===== src/rtl/clk_div_pkg.sv =====
// Shared constants and types for the clk_div_bank divider bank.
package clk_div_pkg;

   localparam int DIV_DISABLED = 0;
   localparam int DEF_DIV_W    = 8;

   typedef enum logic [1:0] {
      EVT_NONE,
      EVT_RISE,
      EVT_FALL
   } div_evt_e;

endpackage


===== src/rtl/clk_div_if.sv =====
// Config port of clk_div_bank. The optional cfg_phase field exists only when
// CLK_DIV_PHASE_EN is defined.
interface clk_div_if #(
   parameter int DIV_W = clk_div_pkg::DEF_DIV_W,
   parameter int CH_W  = 2
);
   // A transfer happens on a clk edge where cfg_valid && cfg_ready. The requester
   // may hold cfg_valid but must keep cfg_ch/cfg_div stable while stalled.
   logic             cfg_valid;
   logic             cfg_ready;
   logic [CH_W-1:0]  cfg_ch;
   logic [DIV_W-1:0] cfg_div;
`ifdef CLK_DIV_PHASE_EN
   logic [DIV_W-1:0] cfg_phase;

   modport master (output cfg_valid, cfg_ch, cfg_div, cfg_phase, input cfg_ready);
   modport slave  (input cfg_valid, cfg_ch, cfg_div, cfg_phase, output cfg_ready);
`else
   modport master (output cfg_valid, cfg_ch, cfg_div, input cfg_ready);
   modport slave  (input cfg_valid, cfg_ch, cfg_div, output cfg_ready);
`endif
endinterface


===== src/rtl/clk_div_ch.sv =====
// One divider channel: counter, active/shadow/pending divisor and registered
// clk_out with rise/fall strobes. Phase load enabled by CLK_DIV_PHASE_EN.
module clk_div_ch
   import clk_div_pkg::*;
#(
   parameter int DIV_W       = DEF_DIV_W,
   parameter int DEFAULT_DIV = 5
) (
   input  logic             clk,
   input  logic             rst,
   input  logic             sync,
   input  logic             cfg_we,
   input  logic [DIV_W-1:0] cfg_div,
`ifdef CLK_DIV_PHASE_EN
   input  logic [DIV_W-1:0] cfg_phase,
`endif
   output logic             pending,
   output logic             clk_out,
   output logic             rise,
   output logic             fall
);

   logic [DIV_W-1:0] active, shadow, cnt;
   logic [DIV_W-1:0] active_n, shadow_n, cnt_n;
   logic             pending_n, clk_n, apply, load;
   div_evt_e         evt;
`ifdef CLK_DIV_PHASE_EN
   logic [DIV_W-1:0] phase, phase_n;
`endif

   always_comb begin
      active_n  = active;
      shadow_n  = shadow;
      pending_n = pending;
      cnt_n     = cnt;
      clk_n     = clk_out;
      evt       = EVT_NONE;
      apply     = 1'b0;
      load      = 1'b0;
`ifdef CLK_DIV_PHASE_EN
      phase_n   = cfg_we ? cfg_phase : phase;
`endif
      if (cfg_we) begin
         shadow_n  = cfg_div;
         pending_n = 1'b1;
      end
      // A transfer in the sync cycle applies at that sync; elsewhere it waits
      // for the next boundary because only the registered pending is consulted.
      if (sync) begin
         load  = 1'b1;
         clk_n = 1'b0;
         if (clk_out) evt = EVT_FALL;
         apply = pending_n;
      end else if (active == DIV_W'(DIV_DISABLED)) begin
         cnt_n = '0;
         clk_n = 1'b0;
         if (clk_out) evt = EVT_FALL;
         apply = pending;
      end else if (cnt == active - DIV_W'(1)) begin
         cnt_n = '0;
         clk_n = !clk_out;
         evt   = clk_out ? EVT_FALL : EVT_RISE;
         apply = clk_out && pending;
      end else begin
         cnt_n = cnt + DIV_W'(1);
      end
      if (apply) begin
         active_n  = shadow_n;
         pending_n = 1'b0;
         load      = 1'b1;
      end
      if (load) begin
`ifdef CLK_DIV_PHASE_EN
         cnt_n = (phase_n >= active_n) ? '0 : phase_n;
`else
         cnt_n = '0;
`endif
      end
   end

   always_ff @(posedge clk) begin
      if (rst) begin
         active  <= DIV_W'(DEFAULT_DIV);
         shadow  <= DIV_W'(DEFAULT_DIV);
         pending <= 1'b0;
         cnt     <= '0;
         clk_out <= 1'b0;
         rise    <= 1'b0;
         fall    <= 1'b0;
`ifdef CLK_DIV_PHASE_EN
         phase   <= '0;
`endif
      end else begin
         active  <= active_n;
         shadow  <= shadow_n;
         pending <= pending_n;
         cnt     <= cnt_n;
         clk_out <= clk_n;
         rise    <= (evt == EVT_RISE);
         fall    <= (evt == EVT_FALL);
`ifdef CLK_DIV_PHASE_EN
         phase   <= phase_n;
`endif
      end
   end

endmodule


===== src/rtl/clk_div_bank.sv =====
// Bank of N_CH programmable clock dividers with a shared realigning sync.
// Optional per-channel start phase enabled by CLK_DIV_PHASE_EN.
module clk_div_bank
   import clk_div_pkg::*;
#(
   parameter int N_CH        = 4,
   parameter int DIV_W       = DEF_DIV_W,
   parameter int DEFAULT_DIV = 5,
   parameter int CH_W        = (N_CH > 1) ? $clog2(N_CH) : 1
) (
   input  logic            clk,
   input  logic            rst,
   input  logic            sync,
   clk_div_if.slave        cfg,
   output logic [N_CH-1:0] clk_out,
   output logic [N_CH-1:0] rise,
   output logic [N_CH-1:0] fall
);

   logic [N_CH-1:0] pending, sel, we;
   logic            ready_c;

   // Channel numbers with no channel behind them stay ready and select nothing.
   always_comb begin
      ready_c = 1'b1;
      sel     = '0;
      for (int i = 0; i < N_CH; i++) begin
         if (cfg.cfg_ch == CH_W'(i)) begin
            sel[i]  = 1'b1;
            ready_c = !pending[i];
         end
      end
   end

   assign cfg.cfg_ready = ready_c;
   assign we = sel & {N_CH{cfg.cfg_valid && ready_c}};

   for (genvar g = 0; g < N_CH; g++) begin : g_ch
      clk_div_ch #(
         .DIV_W       (DIV_W),
         .DEFAULT_DIV (DEFAULT_DIV)
      ) u_ch (
         .clk       (clk),
         .rst       (rst),
         .sync      (sync),
         .cfg_we    (we[g]),
         .cfg_div   (cfg.cfg_div),
`ifdef CLK_DIV_PHASE_EN
         .cfg_phase (cfg.cfg_phase),
`endif
         .pending   (pending[g]),
         .clk_out   (clk_out[g]),
         .rise      (rise[g]),
         .fall      (fall[g])
      );
   end

endmodule


===== src/flat_wrapper.sv =====
// flat-port wrapper written by rule: the top's interface ports become plain ports
module clk_div_bank_flat import clk_div_pkg::*;
#(
   parameter int N_CH        = 4,
   parameter int DIV_W       = DEF_DIV_W,
   parameter int DEFAULT_DIV = 5,
   parameter int CH_W        = (N_CH > 1) ? $clog2(N_CH) : 1
)
  (clk, rst, sync, clk_out, rise, fall, cfg_cfg_valid, cfg_cfg_ch, cfg_cfg_div, cfg_cfg_ready);
  clk_div_if #(.DIV_W(DIV_W), .CH_W(CH_W)) cfg_i ();
  input  logic clk;
  input  logic rst;
  input  logic sync;
  output logic [N_CH-1:0] clk_out;
  output logic [N_CH-1:0] rise;
  output logic [N_CH-1:0] fall;
  input wire logic [$bits(cfg_i.cfg_valid)-1:0] cfg_cfg_valid;
  input wire logic [$bits(cfg_i.cfg_ch)-1:0] cfg_cfg_ch;
  input wire logic [$bits(cfg_i.cfg_div)-1:0] cfg_cfg_div;
  output wire logic [$bits(cfg_i.cfg_ready)-1:0] cfg_cfg_ready;
  assign cfg_i.cfg_valid = cfg_cfg_valid;
  assign cfg_i.cfg_ch = cfg_cfg_ch;
  assign cfg_i.cfg_div = cfg_cfg_div;
  assign cfg_cfg_ready = cfg_i.cfg_ready;
  clk_div_bank #(.N_CH(N_CH), .DIV_W(DIV_W), .DEFAULT_DIV(DEFAULT_DIV), .CH_W(CH_W)) u_core (.clk(clk), .rst(rst), .sync(sync), .cfg(cfg_i), .clk_out(clk_out), .rise(rise), .fall(fall));
endmodule

===== config.mk =====
export PLATFORM = sky130hd
export DESIGN_NAME = clk_div_bank_flat
export DESIGN_NICKNAME = d
export VERILOG_FILES = /design/src/rtl/clk_div_pkg.sv /design/src/rtl/clk_div_if.sv /design/src/rtl/clk_div_ch.sv /design/src/rtl/clk_div_bank.sv /design/src/flat_wrapper.sv
export SDC_FILE = /design/constraint.sdc
export NUM_CORES = 1
export LEC_CHECK = 0
export BUFFER_PORTS_ARGS = -buffer_cell sky130_fd_sc_hd__buf_2
export CORE_MARGIN = 2
export CORE_UTILIZATION = 35
export DETAILED_ROUTE_END_ITERATION = 8
export HOLD_SLACK_MARGIN = 0.05
export MAX_ROUTING_LAYER = met4
export PLACE_DENSITY_LB_ADDON = 0.25
export SLEW_MARGIN = 20
export SYNTH_ARGS = -nofsm -noshare
export SYNTH_HDL_FRONTEND = slang
export SYNTH_HIERARCHICAL = 1
export SYNTH_SLANG_ARGS = --single-unit

===== constraint.sdc =====
create_clock -name clk -period 2.8 [get_ports clk]
set_input_delay 0.14 -clock clk [delete_from_list [all_inputs] [get_ports clk]]
set_output_delay 0.14 -clock clk [all_outputs]
set_load 0.1 [all_outputs]

# Word level (Yosys, flattened, before mapping)
# Cells that the tools add are included.
# classes
addsub	8
n_eq_ne	15
muxes	61
bitwise_logic	1
reduce_logical	30
# op_table
operator	n
$mux 8	12
$mux 2	20
$add 8x1->8 const B	4
$eq 8x8->1	4
$logic_not 8->1	4
$sub 8x1->8 const B	4
$mux 1	29
$reduce_or 2->1	8
$eq 2x2->1 const B	6
$reduce_or 3->1	4
$eq 2x1->1 const B	5
$logic_not 1->1	8
$logic_and 1x1->1	5
$and 4x4->4	1
$logic_not 2->1	1
# word_totals
reg_bits	112
out_inout_bits	13
wordCells	143

# Longest topological paths before layout
# depth
depth_word	11
depth_mapped	8
depth_no_buf	8

# By module
# The synthesis kept the hierarchy.
# modules_own_cells
mod	instances	cells_each	area_each_um2
clk_div_ch	4	139	1401.3
clk_div_bank	1	7	63.8

# Worst setup path after synthesis
# No wires, ideal clock.
# synth_path
path_type	flip-flop to flip-flop
start	reg u_core.g_ch[0].u_ch.active[0]
end	reg u_core.g_ch[0].u_ch.active[0]
setup_ns	0.121
t_arrival_ns	2.306
required_ns	2.679
slack_ns	0.373
path_stages_with_launch	9
path_buffers	0
path_cell_list	dfxtp_1 > inv_1 > ha_1 > xnor2_2 > a211o_1 > nor4b_4 > nand4_2 > a21oi_4 > mux2_4
# synth_between
elab_chain_cells	5
word_cells_on_any_way	6
# synth_lines
item	line	text
start, declared	clk_div_ch.sv:23	logic [DIV_W-1:0] active, shadow, cnt;
start signal, assigned	clk_div_ch.sv:83	active <= DIV_W'(DEFAULT_DIV);
start signal, assigned	clk_div_ch.sv:94	active <= active_n;
$sub 8x1->8	clk_div_ch.sv:59	end else if (cnt == active - DIV_W'(1)) begin
$eq 8x8->1	clk_div_ch.sv:59	
$mux 1	clk_div_ch.sv:59	
$mux 1 (*)	clk_div_ch.sv:54	end else if (active == DIV_W'(DIV_DISABLED)) begin
$mux 1 (*)	clk_div_ch.sv:49	if (sync) begin
# Every way passes the cells marked *; elsewhere a longest branch is shown, timed or not.
# A chain may end at the register's enable or synchronous reset.

# Final worst setup path
# layout_path
start	reg u_core.g_ch[1].u_ch.active[0]
end	reg u_core.g_ch[1].u_ch.active[0]
# layout_between
elab_chain_cells	5
word_cells_on_any_way	6
# layout_lines
item	line
start, declared	clk_div_ch.sv:23
start signal, assigned	clk_div_ch.sv:83
start signal, assigned	clk_div_ch.sv:94
$sub 8x1->8	clk_div_ch.sv:59
$eq 8x8->1	clk_div_ch.sv:59
$mux 1	clk_div_ch.sv:59
$mux 1 (*)	clk_div_ch.sv:54
$mux 1 (*)	clk_div_ch.sv:49
# Marks and branches as above.

==> impl_metrics.toml <==
[route]
vias = 3983
routedWlPerCell_um = 14.1
via_per_inst = 4.92
drt-initial-drc-count = 210
wl_um = 11400
drc_errors = 0
antenna_left = 0
firstDrtPassIters = 4

[setup_path]
crit_type = "flop to flop"
start_kind = "flop"
required_ns = 3.04
crit_arrival_ns = 2.86
end_kind = "flop"
crit_fanout = 8

[place]
routabilityCongestion = 0.824
dp_cells = 793
dp_hpwl_um = 8260
portBuffers = 26
place_area_sq_mm = 0.00605

[pwr]
power_uw = 3080
vdd.ir_drop.worst_mv = 0.305
power_density_mw_per_mm2 = 486
p_leak_uw = 0.00229

[cts]
clock_path_buffers = 2
cts_tree = "done"
clk_pin_slew_ns = 0.08
post_cts_buffers = 0
clk_latency_ns = 0.36
cts_hold_buf = 0
htree_levels = 3
cts_resized = 0
cts.sinks = 112
cts_buffers = 9
ctsRootBufferMaster = "clkbuf_16"

[die]
core_sq_mm = 0.0159
initial_core_util_pct = 35.7
rows = 46
fp.dieW_um = 131
die_h_um = 131
pin_count = 27
dieArea_sq_mm = 0.0172

[min_path]
hold_path.class = "input port to flop"

[sta]
finClkSkew_ns = 0.00700
setup_viol = 0
rsz0062_at_grt = "no"
tightest_slew_ns = 0.844
post-route-period-util_pct = 93.3
fmax_ghz = 0.383
fin_tns_setup_ns = 0
post-route-min-period_ns = 2.61
hold_viol_final = 0
finalMaxSlewViolations = 0
slew_headroom_pct = 43.7

[finish]
fin_util_pct = 39.9
drive_gt1_share_pct = 20.6
stdcell_area_sq_mm = 0.00633
nets = 614
area_growth_pct = 11.7
n_antenna_cell = 0
final_cells = 809

[yosys]
avgSynthCellArea_sq_um = 10.1
syn-cell-area_sq_mm = 0.00567
synth_top_cell_area_share_pct = 39.5
yosys.area.top_type = "dfxtp_1"
synth_edf_count = 0
synthFlopType = "dfxtp_1"
syn_nets = 589
synth_cell_types = 36
synthTopCellsByArea = "dfxtp_1 40%, mux2_4 8.5%, xnor2_1 5.6%"
async_flop_share_pct = 0
ys_ff_latch = 112
yosysSeqAreaShare_pct = 39.5
yosys-top-cells-count = "112 x dfxtp_1, 80 x nor2_1, 36 x nand3_1, 36 x xnor2_1, 32 x mux2_4"
ys_warn_count = 6
yosysMostFrequentCell = "dfxtp_1"
syn_inst = 563

[status]
outcome = "complete, no violations"

[global_route]
grt_pass1_wl_um = 19100
grt_antenna_before_repair = 0
grt_max_degree = 47
grt.overflow.total = 0
grt_pass1_vias = 3929
grt.total_usage_pct = 14.0

[job]
drv_cap = 0
==> flip-flops by register name, indices dropped and copies added (netlist names) <==
register                  count
u_core/g_ch.u_ch/shadow      32
u_core/g_ch.u_ch/rise         4
u_core/g_ch.u_ch/clk_out      4
u_core/g_ch.u_ch/pending      4
u_core/g_ch.u_ch/active      32
u_core/g_ch.u_ch/fall         4
u_core/g_ch.u_ch/cnt         32
==> metal layers <==
metal  global-route usage (%)  wire length (um)  vias up
met3                     3.09               347        9
met5                        -                 0        -
li1                         -                 -     2019
met4                     4.89               152        0
met1                     18.2              5580     1906
met2                     21.6              5300       49
==> report_power, final <==
part	leakage, uW	internal, uW	switching, uW
Sequential	0.000907	1620	23.3
Combinational	0.00124	77.8	120
Clock	0.000139	632	602
==> critical path, cell delays in order (launching register included) <==
cell     delay, ns
dfxtp_1       0.43
inv_1         0.10
ha_1          0.27
xnor2_2       0.15
a211o_1       0.33
nor4b_4       0.32
nand4_2       0.18
a21oi_4       0.41
mux2_4        0.33
==> cell families (layout without fill, tap and decap cells) <==
| family | count (synthesis) | in the layout | share of synthesized area, % |
|---|---|---|---|
| compound gates | 56 | 56 | 8.30 |
| xor+xnor | 68 | 68 | 11.0 |
| fa+ha+maj | 12 | 12 | 2.65 |
| buf+inv | 33 | 63 | 2.45 |
| flops | 112 | 112 | 39.5 |
| mux | 61 | 61 | 13.8 |
| simple gates | 221 | 221 | 22.2 |
==> placed cells by master, fill, tap and decap left out, drive strengths merged, types with 8 or more instances in the layout <==
| cell | n |
|---|---|
| inv | 18 |
| xor2 | 28 |
| clkbuf | 10 |
| nor3 | 17 |
| buf | 30 |
| nand3 | 36 |
| a31oi | 8 |
| nor2b | 28 |
| o211ai | 12 |
| a211o | 12 |
| ha | 12 |
| and3 | 16 |
| xnor2 | 40 |
| a21oi | 16 |
| nor4 | 12 |
| mux2 | 32 |
| a211oi | 8 |
| dfxtp | 112 |
| nor2 | 80 |
| mux2i | 28 |
| or2 | 8 |
==> metrics by stage <==
step | hold slack (ns) | worst slack (ns)
2_1_floorplan | 0.219 | 0.373
3_3_place_gp | 0.480 | 0.207
3_5_place_dp | 0.487 | 0.175
4_1_cts | 0.112 | 0.160
5_1_grt | 0.116 | 0.0312
6_report | 0.111 | 0.187
==> path summary, 6_finish.rpt <==
path / from / end / slack, ns / cells after the start
max: u_core/g_ch[1].u_ch/active[0] / u_core/g_ch[1].u_ch/active[0] / 0.19 / 8
min: cfg_cfg_div[0] / u_core/g_ch[3].u_ch/shadow[0] / 0.11 / 2
max reg2reg: u_core/g_ch[1].u_ch/active[0] / u_core/g_ch[1].u_ch/active[0] / 0.19 / 8
min reg2reg: u_core/g_ch[1].u_ch/clk_out / u_core/g_ch[1].u_ch/rise / 0.50 / 1
==> layout make-up <==
cell class | count | area, sq um
clock buffers | 10 | 239
clock inverters | 6 | 43.8
multi-input cells | 418 | 3300
well taps | 216 | 270
flip-flops and latches | 112 | 2240
inverters | 17 | 63.8
fillers | 1593 | 9550
repair buffers | 30 | 173
Power figures use the tool's default switching activity.
